==> src/rtl/riscv_pkg.sv <==
// Shared core constants: register file geometry
// and the hardwired-zero register index.
package riscv_pkg;

   localparam int RF_DATA_WIDTH = 32;
   localparam int RF_ADDR_WIDTH = 5;

   // x0 always reads as zero and ignores writes
   localparam int RF_ZERO_IDX = 0;

   // Identifies which read port a value is for
   typedef enum logic {
      RF_PORT_A = 1'b0,
      RF_PORT_B = 1'b1
   } rf_port_e;

   // True when idx names the hardwired-zero register
   function automatic logic rf_is_zero(
      input logic [RF_ADDR_WIDTH-1:0] idx
   );
      return idx == RF_ADDR_WIDTH'(RF_ZERO_IDX);
   endfunction

endpackage

==> src/rtl/regfile_2r1w_dff.sv <==
// Enabled register with asynchronous active-high
// clear. Ports: clk_i, rst_i, ce_i, d_i, q_o.
module regfile_2r1w_dff #(
   parameter int WIDTH = 32
) (
   input  logic             clk_i,
   input  logic             rst_i,
   input  logic             ce_i,
   input  logic [WIDTH-1:0] d_i,
   output logic [WIDTH-1:0] q_o
);

   always_ff @(posedge clk_i or posedge rst_i) begin
      if (rst_i) begin
         q_o <= '0;
      end else if (ce_i) begin
         q_o <= d_i;
      end
   end

endmodule

==> src/rtl/regfile_2r1w.sv <==
// Two-read one-write register file, x0 hardwired zero,
// registered reads with write-first bypass.
// Ports: clk_i, rst_i (async, active-high);
//   write: we_i, waddr_i, wdata_i;
//   read A: re_a_i, raddr_a_i -> rdata_a_o;
//   read B: re_b_i, raddr_b_i -> rdata_b_o.
module regfile_2r1w
   import riscv_pkg::*;
#(
   parameter int DATA_WIDTH = RF_DATA_WIDTH,
   parameter int ADDR_WIDTH = RF_ADDR_WIDTH
) (
   input  logic                  clk_i,
   input  logic                  rst_i,
   input  logic                  we_i,
   input  logic [ADDR_WIDTH-1:0] waddr_i,
   input  logic [DATA_WIDTH-1:0] wdata_i,
   input  logic                  re_a_i,
   input  logic [ADDR_WIDTH-1:0] raddr_a_i,
   output logic [DATA_WIDTH-1:0] rdata_a_o,
   input  logic                  re_b_i,
   input  logic [ADDR_WIDTH-1:0] raddr_b_i,
   output logic [DATA_WIDTH-1:0] rdata_b_o
);

   localparam int NREG = 2 ** ADDR_WIDTH;

   localparam logic [ADDR_WIDTH-1:0] ZERO_IDX =
      ADDR_WIDTH'(RF_ZERO_IDX);

   // Entry 0 has no storage
   logic [DATA_WIDTH-1:0] mem [1:NREG-1];

   logic                  wr_en;
   logic [DATA_WIDTH-1:0] rd_a_d;
   logic [DATA_WIDTH-1:0] rd_b_d;

   assign wr_en = we_i && (waddr_i != ZERO_IDX);

   always_ff @(posedge clk_i or posedge rst_i) begin
      if (rst_i) begin
         for (int i = 1; i < NREG; i++) begin
            mem[i] <= '0;
         end
      end else if (wr_en) begin
         for (int i = 1; i < NREG; i++) begin
            if (waddr_i == ADDR_WIDTH'(i)) begin
               mem[i] <= wdata_i;
            end
         end
      end
   end

   // Read mux, port A. Index 0 falls through to the
   // zero default; a same-edge write to the read
   // index wins over the stored value.
   always_comb begin
      rd_a_d = '0;
      for (int i = 1; i < NREG; i++) begin
         if (raddr_a_i == ADDR_WIDTH'(i)) begin
            rd_a_d = mem[i];
         end
      end
      if (wr_en && (waddr_i == raddr_a_i)) begin
         rd_a_d = wdata_i;
      end
   end

   // Read mux, port B (same structure as A)
   always_comb begin
      rd_b_d = '0;
      for (int i = 1; i < NREG; i++) begin
         if (raddr_b_i == ADDR_WIDTH'(i)) begin
            rd_b_d = mem[i];
         end
      end
      if (wr_en && (waddr_i == raddr_b_i)) begin
         rd_b_d = wdata_i;
      end
   end

   regfile_2r1w_dff #(
      .WIDTH (DATA_WIDTH)
   ) u_rd_a (
      .clk_i (clk_i),
      .rst_i (rst_i),
      .ce_i  (re_a_i),
      .d_i   (rd_a_d),
      .q_o   (rdata_a_o)
   );

   regfile_2r1w_dff #(
      .WIDTH (DATA_WIDTH)
   ) u_rd_b (
      .clk_i (clk_i),
      .rst_i (rst_i),
      .ce_i  (re_b_i),
      .d_i   (rd_b_d),
      .q_o   (rdata_b_o)
   );

endmodule
==> config.mk <==
export PLATFORM = sky130hd
export DESIGN_NAME = regfile_2r1w
export DESIGN_NICKNAME = d
export VERILOG_FILES = /design/src/rtl/riscv_pkg.sv /design/src/rtl/regfile_2r1w_dff.sv /design/src/rtl/regfile_2r1w.sv
export SDC_FILE = /design/constraint.sdc
export NUM_CORES = 2
export LEC_CHECK = 0
export BUFFER_PORTS_ARGS = -buffer_cell sky130_fd_sc_hd__buf_2
export CORE_MARGIN = 4
export CORE_UTILIZATION = 55
export DETAILED_ROUTE_END_ITERATION = 7
export PLACE_DENSITY_LB_ADDON = 0.08
export SETUP_SLACK_MARGIN = 0.2
export SYNTH_ARGS = -nofsm -noshare
export SYNTH_HDL_FRONTEND = slang
export SYNTH_SLANG_ARGS = --single-unit
==> constraint.sdc <==
create_clock -name clk_i -period 97 [get_ports clk_i]
set_input_delay 9.7 -clock clk_i [delete_from_list [all_inputs] [get_ports clk_i]]
set_output_delay 9.7 -clock clk_i [all_outputs]
set_load 0.02 [all_outputs]
==> key figures <==
Timing
  • Final setup margin: 82.63 ns
  • Setup_tns: 0 ns
  • Worst-Margin Slew: 1.50 ns
  • Final Max Tran Viols: 10
  • Worst Skew: 0.0234 ns
  • Max Fclk: 69.6 MHz
  • Final setup violation count: 0
  • Final hold vios: 0
  • Crit share post-route: 0.148
  • RSZ-0062 raised after global routing: no
  • Min Hold Slack: 0.485 ns
  • Slew HR: -0.0155
  • Minimum clock period: 14.37 ns

Routing
  • WL/cell: 40.3 µm
  • Vias: 53.4k
  • Drt pass-1 iters: 8
  • Vias per Instance: 7.70
  • Detail Route Antenna Nets: 0
  • DRC violation count after routing: 30
  • Final WL: 279000 µm
  • Drt initial violations: 9180

Logic synthesis
  • Yosys top cell area share: 0.454
  • Most used flip-flop cell after synthesis: dfrtp_1
  • Post-synthesis sequential area ratio: 0.454
  • Top post-synthesis cells by area: dfrtp_1 (45%), mux2_2 (19%), o21ai_0 (3.8%)
  • Synthesized area: 58200 µm²
  • Synthesized flop and latch total: 1056
  • Area leader, netlist: dfrtp_1
  • Syn Area/Cell: 10.5 µm²
  • Number of flops mapped to enable cells by yosys: 0
  • Synth warn: 0
  • Cells after synthesis: 5534
  • Syn Nets: 5586
  • Cell variety after synth: 114
  • Asr flop ratio synth: 1.00

Place
  • Gp weighted congestion: 1.01
  • I/O Buffers: 115
  • DP HPWL: 189000 µm
  • Place WS: 82.46 ns

Pwr
  • P per Cell Area: 20.6 nW/µm²
  • Internal power: 899 µW
  • Switching power: 413 µW
  • Static leakage: 27.2 nW
  • Switching Share: 0.315
  • Clk pwr share: 0.361
  • Gate power share: 0.173
  • Maximum vdd drop: 0.0184 mV
  • Power share of the sequential group: 0.466

CTS
  • Max clock buf depth: 3
  • Setup bufs post-CTS: 0
  • Clock Sinks: 1056
  • Clk Tree Root Cell: clkbuf_16
  • TritonCTS Buffers: 118
  • TritonCTS clock tree: built
  • Clk Latency, worst-skew pair: 0.74 ns
  • # resized after CTS: 0
  • Htree depth: 3
  • Reg clk slew, reported paths: 0.06 ns
  • Hold buffer count at cts: 0

Setup path
  • Startpoint types: input pin
  • R2r startpoint: mem[927]
  • Slowest stage delay, CP: 0.80 ns
  • Crit Path Category: in -> reg
  • Buffer and inverter count on the worst path: 5
  • CP Cell Sequence: buf_6, buf_4, buf_4, and2_1, buf_4, nor2_1, a21boi_0, o21ai_0, a211oi_1, a2111oi_0, buf_4, o21ai_1
  • Most frequent CP cell: buf_4
  • CP delay by family, top: buffers and inverters
  • CP max FO: 53
  • CP max-delay cell: a211oi_1
  • Critical Path AT: 15.02 ns
  • Crit path required time: 97.65 ns
  • CP Capture Type: flop
  • Critical path origin: raddr_b_i[0]

Floorplan
  • # rows: 119
  • Initial core utilization: 0.553
  • Die H: 333 µm
  • # IOs: 116
  • Core ar.: 105000 µm²
  • Die area: 111000 µm²
  • Die W: 333 µm

Global routing
  • Total gr overflow: 0
  • Largest net degree at the start of global routing: 105
  • Vias in the first global route: 49.8k
  • Total GRT Usage: 0.488
  • Initial antenna violation count: 30
  • First-pass GRT wire length: 392000 µm

Finish
  • Fraction of layout cells with a size suffix above 1: 0.292
  • Fin util: 0.604
  • P&R area growth vs syn: 9.17%
  • Final #Nets: 5470
  • Most common library cell in the layout ignoring fill and taps: dfrtp_1
  • Commonest non-fill, non-tap cells in the layout: dfrtp_1 (1056), mux2_2 (967), o21ai_0 (442)

Run status
  • Status: finished, violations left
  • Failing checks: DRC, capacitance limit, slew limit

Hold path
  • Hold WC Path Type: reg -> reg
  • Hold Crit Start: mem[990]

Flow run
  • Max Cap Viol: 2
## cell usage after synthesis, types with 20 or more instances
library cell	instances
buf_4	32
a221oi_1	72
o21ai_0	444
a31oi_1	50
buf_2	194
o2bb2ai_1	21
nand2b_1	26
inv_1	33
dfrtp_1	1056
a22oi_1	176
nand4_1	33
o22ai_1	224
nor3_1	111
a22o_1	31
mux2_2	967
clkbuf_1	254
buf_6	38
a21oi_1	257
a211oi_1	37
a222oi_1	22
nand3_1	89
nand2_1	306
nor2b_1	38
o211ai_1	51
o22a_1	22
o221ai_1	85
or3_1	20
o21ai_1	35
and3_1	25
a221o_1	23
nor2_1	303
mux2i_1	74
## registers in the layout, indices dropped and copies added (netlist names)
signal	flops
mem	992
u_rd_a.q_o	32
u_rd_b.q_o	32
## path summary, 6_finish.rpt
check	slack, ns	depth (start not counted)	endpoint
max in group asynchronous	84.76	5	mem[68]
min	0.48	2	mem[990]
min in group asynchronous	9.12	2	mem[628]
max reg2reg	93.79	7	u_rd_b.q_o[31]
min reg2reg	0.48	2	mem[990]
max	82.63	12	u_rd_b.q_o[31]
## logic make-up (layout without fill, tap and decap cells)
family          Yosys count  after routing  synth area share
buf+inv                 565            548            0.0476
compound gates         1737           1737             0.198
other cells               0             18                 0
simple gates           1114           1114            0.0961
mux                    1052           1052             0.203
xor+xnor                 10             10           0.00150
flops                  1056           1056             0.454
## area by class of cell
class                      instances  area, µm²
clock inverter                    43        508
antenna                           18       45.0
multi-input combinational       3913      29300
fill                            9027      41700
tap                             1391       1740
clock buffer                     176       3520
timing repair buffer             294       1940
sequential                      1056      26400
inverter                          35        139
## per-layer routing
metal | part of all wire | up-vias | wire length, µm | GRT usage
met5 | 0.0014 | - | 390 | 0.0226
met4 | 0.070 | 18 | 19700 | 0.266
met3 | 0.16 | 1082 | 45200 | 0.221
met2 | 0.40 | 4838 | 110000 | 0.658
met1 | 0.37 | 26700 | 103000 | 0.651
li1 | - | 20700 | - | -
## worst register-to-register path: stages (launching register included)
cell and delay, ns:
dfrtp_1 0.40, mux2_2 0.28, a221oi_1 0.29, or4_1 0.19
o2111ai_1 0.45, a2111oi_0 1.18, buf_4 0.25, o21ai_1 0.06
## power groups by stage
stage          registers [mW]  logic, mW  clock network (mW)
6_report                0.611      0.227               0.473
5_1_grt                 0.617      0.238               0.490
4_1_cts                 0.606      0.217               0.473
3_5_place_dp            0.613      0.216                   0
3_3_place_gp            0.612      0.211                   0
2_1_floorplan           0.585      0.147                   0
## per-stage QoR
stage          power, mW  cells  instance area [µm²]
2_1_floorplan      0.733   5534                58200
3_3_place_gp       0.823   6689                59500
3_5_place_dp       0.830   6689                59500
4_1_cts             1.30   6908                63500
5_1_grt             1.35   6917                63600
6_report            1.31   6926                63600
(Power assumes the default switching activity.)
